## src/rtl/im_loader_pkg.sv

```systemverilog
// Shared types and constants for the UART instruction-memory loader.
// Holds the frame FSM states, the sync byte and the baud divider helper.
package im_loader_pkg;

  typedef enum logic [2:0] {IDLE, LEN0, LEN1, DATA, CSUM, ERR} state_e;

  localparam logic [7:0] SYNC_BYTE = 8'hA5;

  function automatic int clks_per_bit(input int clk_hz, input int baud);
    return clk_hz / baud;
  endfunction

endpackage

```

## src/rtl/uart_rx_byte.sv

```systemverilog
// 8N1 UART receiver: 2-FF synchronizer, mid-bit sampling, glitch-rejecting start detect.
// Emits a one-cycle rx_valid_o with the byte, or frame_err_o when the stop bit is low.
module uart_rx_byte #(
  parameter int CLKS_PER_BIT = 868
) (
  input  logic       clk,
  input  logic       rstn,
  input  logic       rx_i,
  output logic       rx_valid_o,
  output logic [7:0] rx_data_o,
  output logic       frame_err_o
);

  typedef enum logic [1:0] {RX_IDLE, RX_START, RX_BITS, RX_STOP} rx_state_e;

  localparam logic [15:0] HALF_M1 = 16'(CLKS_PER_BIT / 2 - 1);
  localparam logic [15:0] FULL_M1 = 16'(CLKS_PER_BIT - 1);

  rx_state_e   state_q, state_d;
  logic [1:0]  sync_q;
  logic        prev_q;
  logic [15:0] cnt_q;
  logic [2:0]  bit_q;
  logic [7:0]  shift_q;
  logic        rx_s;

  assign rx_s = sync_q[1];

  always_ff @(posedge clk or negedge rstn) begin
    if (!rstn) state_q <= RX_IDLE;
    else       state_q <= state_d;
  end

  always_comb begin
    state_d = state_q;
    case (state_q)
      RX_IDLE:  if (prev_q && !rx_s) state_d = RX_START;
      // A start bit that is high again at half-bit was a glitch.
      RX_START: if (cnt_q == HALF_M1) state_d = rx_s ? RX_IDLE : RX_BITS;
      RX_BITS:  if (cnt_q == FULL_M1 && bit_q == 3'd7) state_d = RX_STOP;
      RX_STOP:  if (cnt_q == FULL_M1) state_d = RX_IDLE;
      default:  state_d = RX_IDLE;
    endcase
  end

  always_ff @(posedge clk or negedge rstn) begin
    if (!rstn) begin
      sync_q  <= 2'b11;
      prev_q  <= 1'b1;
      cnt_q   <= '0;
      bit_q   <= '0;
      shift_q <= '0;
    end else begin
      sync_q <= {sync_q[0], rx_i};
      prev_q <= rx_s;
      if (state_q == RX_IDLE || state_d != state_q || cnt_q == FULL_M1) cnt_q <= '0;
      else                                                              cnt_q <= cnt_q + 16'd1;
      if (state_q == RX_START) bit_q <= '0;
      if (state_q == RX_BITS && cnt_q == FULL_M1) begin
        shift_q <= {rx_s, shift_q[7:1]};
        bit_q   <= bit_q + 3'd1;
      end
    end
  end

  always_comb begin
    rx_valid_o  = (state_q == RX_STOP) && (cnt_q == FULL_M1) && rx_s;
    frame_err_o = (state_q == RX_STOP) && (cnt_q == FULL_M1) && !rx_s;
    rx_data_o   = shift_q;
  end

endmodule

```

## src/rtl/im_uart_loader.sv

```systemverilog
// Loads a program into instruction memory from a UART frame: A5, LEN_L, LEN_H, 4*N data, CSUM.
// Holds the CPU in reset from sync byte until a good checksum; errors keep it held.
module im_uart_loader #(
  parameter int CLK_HZ       = 100_000_000,
  parameter int BAUD         = 115_200,
  parameter int ADDR_W       = 8,
  parameter int TIMEOUT_CLKS = 10_000_000
) (
  input  logic              clk,
  input  logic              rstn,
  input  logic              uart_rx_i,
  output logic              im_we_o,
  output logic [ADDR_W-1:0] im_addr_o,
  output logic [31:0]       im_wdata_o,
  output logic              cpu_hold_o,
  output logic              load_done_o,
  output logic              load_err_o,
  output logic [ADDR_W:0]   words_loaded_o
);
  import im_loader_pkg::*;

  localparam int                CPB       = clks_per_bit(CLK_HZ, BAUD);
  localparam int                TMO_W     = $clog2(TIMEOUT_CLKS + 1);
  localparam logic [TMO_W-1:0]  TMO_LAST  = TMO_W'(TIMEOUT_CLKS - 1);
  localparam logic [16:0]       MAX_WORDS = 17'(2 ** ADDR_W);

  logic        rx_valid, frame_err;
  logic [7:0]  rx_data;

  state_e            state_q, state_d;
  logic [7:0]        len_lo_q;
  logic [ADDR_W:0]   len_q;
  logic [ADDR_W:0]   wl_q;
  logic [23:0]       word_q;
  logic [1:0]        byte_q;
  logic [7:0]        csum_q;
  logic [TMO_W-1:0]  tmo_q;
  logic              hold_q, err_q, done_q, we_q;
  logic [ADDR_W-1:0] addr_q;
  logic [31:0]       wdata_q;
  logic [16:0]       len_full;
  logic              in_frame;

  uart_rx_byte #(.CLKS_PER_BIT(CPB)) u_rx (
    .clk         (clk),
    .rstn        (rstn),
    .rx_i        (uart_rx_i),
    .rx_valid_o  (rx_valid),
    .rx_data_o   (rx_data),
    .frame_err_o (frame_err)
  );

  assign len_full = {1'b0, rx_data, len_lo_q};
  assign in_frame = state_q inside {LEN0, LEN1, DATA, CSUM};

  always_ff @(posedge clk or negedge rstn) begin
    if (!rstn) state_q <= IDLE;
    else       state_q <= state_d;
  end

  always_comb begin
    state_d = state_q;
    case (state_q)
      IDLE: if (rx_valid && rx_data == SYNC_BYTE) state_d = LEN0;
      LEN0: if (rx_valid) state_d = LEN1;
      LEN1: if (rx_valid) begin
        if (len_full > MAX_WORDS)   state_d = ERR;
        else if (len_full == 17'd0) state_d = CSUM;
        else                        state_d = DATA;
      end
      // Leave DATA only after the last write pulse so im_we_o stays inside DATA.
      DATA: if (we_q && wl_q == len_q) state_d = CSUM;
      CSUM: if (rx_valid) state_d = (rx_data == csum_q) ? IDLE : ERR;
      ERR:  state_d = IDLE;
      default: state_d = IDLE;
    endcase
    if (in_frame && (frame_err || tmo_q == TMO_LAST)) state_d = ERR;
  end

  always_ff @(posedge clk or negedge rstn) begin
    if (!rstn) begin
      len_lo_q <= '0;
      len_q    <= '0;
      wl_q     <= '0;
      word_q   <= '0;
      byte_q   <= '0;
      csum_q   <= '0;
      tmo_q    <= '0;
      hold_q   <= 1'b0;
      err_q    <= 1'b0;
      done_q   <= 1'b0;
      we_q     <= 1'b0;
      addr_q   <= '0;
      wdata_q  <= '0;
    end else begin
      done_q <= 1'b0;
      we_q   <= 1'b0;
      if (in_frame && !rx_valid) tmo_q <= tmo_q + TMO_W'(1);
      else                       tmo_q <= '0;
      case (state_q)
        IDLE: if (rx_valid && rx_data == SYNC_BYTE) begin
          hold_q <= 1'b1;
          err_q  <= 1'b0;
          wl_q   <= '0;
          csum_q <= '0;
          byte_q <= '0;
        end
        LEN0: if (rx_valid) begin
          len_lo_q <= rx_data;
          csum_q   <= csum_q ^ rx_data;
        end
        LEN1: if (rx_valid) begin
          len_q  <= len_full[ADDR_W:0];
          csum_q <= csum_q ^ rx_data;
        end
        DATA: if (rx_valid) begin
          csum_q <= csum_q ^ rx_data;
          word_q <= {rx_data, word_q[23:8]};
          byte_q <= byte_q + 2'd1;
          if (byte_q == 2'd3) begin
            we_q    <= 1'b1;
            addr_q  <= wl_q[ADDR_W-1:0];
            wdata_q <= {rx_data, word_q};
            wl_q    <= wl_q + (ADDR_W + 1)'(1);
          end
        end
        CSUM: if (rx_valid && rx_data == csum_q) begin
          done_q <= 1'b1;
          hold_q <= 1'b0;
        end
        ERR:  err_q <= 1'b1;
        default: ;
      endcase
    end
  end

  always_comb begin
    im_we_o        = we_q && (state_q == DATA);
    im_addr_o      = addr_q;
    im_wdata_o     = wdata_q;
    cpu_hold_o     = hold_q;
    load_done_o    = done_q;
    load_err_o     = err_q;
    words_loaded_o = wl_q;
  end

endmodule

```

## config.mk

```make
export PLATFORM = sky130hd
export DESIGN_NAME = im_uart_loader
export DESIGN_NICKNAME = d
export VERILOG_FILES = /design/src/rtl/im_loader_pkg.sv /design/src/rtl/uart_rx_byte.sv /design/src/rtl/im_uart_loader.sv
export SDC_FILE = /design/constraint.sdc
export NUM_CORES = 1
export LEC_CHECK = 0
export CORE_AREA = 2 2 132 134
export CTS_CLUSTER_SIZE = 14
export DETAILED_ROUTE_END_ITERATION = 6
export DIE_AREA = 0 0 134 136
export PLACE_DENSITY = 0.72
export SLEW_MARGIN = 15
export SYNTH_ARGS = -nofsm -noshare
export SYNTH_HDL_FRONTEND = slang
export SYNTH_SLANG_ARGS = --single-unit
```

## constraint.sdc

```tcl
create_clock -name clk -period 3 [get_ports clk]
set_input_delay 0.6 -clock clk [delete_from_list [all_inputs] [get_ports clk]]
set_output_delay 0.6 -clock clk [all_outputs]
set_load 0.05 [all_outputs]
```

==> metrics.cfg <==
[critical_path]
crit_required_ns = 2.40
cpPeakStageDelay_ns = 0.54
cp_cell_sequence = nor2b_1, and3_1, dlymetal6s2s_1
startpoint_type = flop
crit_type = reg2out
end_kind = output port
crit_slowest_cell = dfrtp_1
arrival_ns = 1.97
cp_max_fo = 10

[routing]
wl_met2_um = 7590
vias = 5076
ant_nets = 0
highest_layer = met4
drt_iter0_drc = 202
wl_per_cell_um = 16.7
drc = 0
met1_length_um = 6920
routed_via_density = 5.47
wl_met3_um = 755
wl_um = 15500
drtPass1Iterations = 5

[clock_network]
clk_pin_slew_ns = 0.07
cts-htree-levels = 4
cts_hold_buf = 0
clkSinkCount = 163
cts_root_buf = clkbuf_16
cts_made_buffers = 17
cts_tree = yes
insertion_delay_ns = 0.43
clockBufferDepth = 2

[cells_and_area]
fin_cells = 928
drive_gt1_share_pct = 20.9
syn_to_final_growth_pct = 18.6
seqCellArea_mm2 = 0.00408
utilization_pct = 52.1
multi_input_area_mm2 = 0.00315
diodes = 0
num-nets-final = 700
fillers = 1420

[pwr]
leakage_nw = 3.97
p_switching_mw = 1.19
ir_drop_uv = 385
power.internal_mw = 3.44
pwr-share-seq_pct = 49.4
clock_power_share_pct = 46.9
p_sw_share_pct = 25.6
p_comb_share_pct = 3.6
cellPowerDensity_mw_per_mm2 = 526

[grt]
grt_max_degree = 74
first_global_vias = 5172
grt_usage_pct = 18.2
grt_pass1_wl_um = 26300
grt_overflow = 0
antenna_found_initial = 0

[synth]
synth_top_area_share_pct = 54.0
synthFlopType = dfrtp_1
ys_types = 58
synth_top_cells_by_area = dfrtp_1 54%, mux2_2 14%, xnor2_1 3.9%
synth-edff-count = 0
avgSynthCellArea_um2 = 11.6
post-synth-top-area-cell = dfrtp_1
synth-simple-area-share_pct = 16.4
synth_xor_xnor_area_share_pct = 6.49
synthAdderAreaFrac_pct = 1.18
syn_nets = 649
ys_warn_count = 0
ys_seq_area_share_pct = 55.0
synth_compound_area_share_pct = 4.59
netlist_area_mm2 = 0.00742
synth_top_family_by_area = simple AND/OR/NAND/NOR gates
synthMuxAreaShare_pct = 13.8
synthArstFlopShare_pct = 100
synth_seq_cells = 163
synthCells = 639

[sta]
finalSetupTns_ns = 0
tightest_slew_ns = 0.687
report.final.slew_viol_count = 0
rsz0062_at_grt = no
setup_viol = 0
fin_crit_ns = 2.57
hold_viol = 0
hold_ws_ns = 0.178
finClkSkew_ns = 0.0125
slew_headroom_pct = 54.2
fmax_mhz = 388
fin_ws_ns = 0.425
fin_crit_sh_pct = 85.8

[placed_design]
hpwl_um = 10600
placed_cells = 896
port_buffers = 55
pre_cts_slack_ns = 0.536
gp_congestion = 0.902

[floorplan]
die_area_mm2 = 0.0182
start_util_pct = 44.0
core-area_mm2 = 0.0169
num_rows = 48
ios = 56
die_h_um = 136
die_x_um = 134

[run]
drv_cap = 0

[min_path]
min_path_type = in2async

[outcome]
outcome = finished clean

## flip-flops by register name (all words and copies together) (netlist names), 3 cells and up
signal,count
u_rx.bit_q,3
len_lo_q,8
u_rx.rx_data_o,8
u_rx.cnt_q,16
len_q,9
state_q,3
tmo_q,24
im_wdata_o,32
words_loaded_o,9
word_q,24
im_addr_o,8
csum_q,8
## cell usage in the layout (no fill, tap or decap), types with 22 or more instances in the layout
cell type,count
xnor2_1,33
nor2_1,65
xor2_1,22
clkdlybuf4s50_1,53
dfrtp_1,160
nand2_1,27
o21ai_0,29
mux2_2,89
nand3_1,31
## kinds of logic after synthesis
group | Yosys count
flops | 163
simple gates | 223
fa+ha+maj | 7
mux | 91
xor+xnor | 55
buf+inv | 43
compound gates | 57
## final cells by class
cell class,instances,area share [%]
clock inverters,14,1.89
well taps,225,3.20
flip-flops and latches,163,46.4
repair buffers,64,7.21
clock buffers,18,4.99
inverters,11,0.469
multi-input cells,433,35.8
## cell usage after synthesis (all sizes together), types with 2 or more instances
| library cell | instances |
|---|---|
| nor4 | 15 |
| or2 | 4 |
| nand3 | 31 |
| and4bb | 2 |
| clkbuf | 17 |
| nand2b | 8 |
| o211ai | 2 |
| nor3 | 18 |
| ha | 7 |
| o22a | 2 |
| nor4b | 2 |
| a31oi | 2 |
| buf | 15 |
| mux2 | 90 |
| nand2 | 27 |
| and4 | 6 |
| o21a | 2 |
| nand4 | 18 |
| o22ai | 3 |
| a21oi | 8 |
| nor2 | 66 |
| or4 | 5 |
| or3 | 5 |
| o21ai | 30 |
| and3 | 7 |
| dfrtp | 160 |
| and2 | 2 |
| inv | 11 |
| dfstp | 3 |
| nor3b | 2 |
| xnor2 | 33 |
| xor2 | 22 |
## power groups by stage
stage / sequential, mW / combinational, mW / clock [mW]
after global placement: 2.32 / 0.165 / 0
after detailed placement: 2.33 / 0.171 / 0
after global routing: 2.29 / 0.195 / 2.30
after floorplan: 2.31 / 0.104 / 0
final: 2.29 / 0.169 / 2.17
after CTS: 2.28 / 0.173 / 2.21
## stage by stage
step | total power [mW] | instance area, um^2
detailed placement | 2.50 | 8190
global placement | 2.49 | 8190
finish | 4.62 | 8800
floorplan | 2.42 | 7420
global route | 4.79 | 8800
CTS | 4.66 | 8790
## metal layers
layer  GRT usage, %  up-vias
li1               -     2370
met1           23.4     2556
met2           30.2      129
met3           4.77       21
met4           5.61        0
met5              0        -
## final timing paths
path / slack [ns] / from / cells past startpoint / to
setup / recovery: 0.43 / state_q[1] / 3 / im_we_o
hold / removal: 0.18 / rstn / 1 / u_rx.state_q[1]
setup reg to reg: 0.54 / u_rx.state_q[1] / 5 / len_lo_q[6]
hold reg to reg: 0.38 / u_rx.sync_q[0] / 0 / u_rx.sync_q[1]
max in group asynchronous: 2.02 / rstn / 2 / u_rx.sync_q[1]
min in group clk: 0.38 / u_rx.sync_q[0] / 0 / u_rx.sync_q[1]
## worst max-delay path: cells and delay by family (launching register included)
family / cells / cell delay, ns
flops: 1 / 0.54
buf+inv: 1 / 0.44
simple gates: 2 / 0.55
## repair_timing
item | CTS | global route
setup endpoints to repair | 0 | 1
resized for setup | 0 | 1
buffers inserted | 0 | 0
Power figures use the tool's default switching activity.
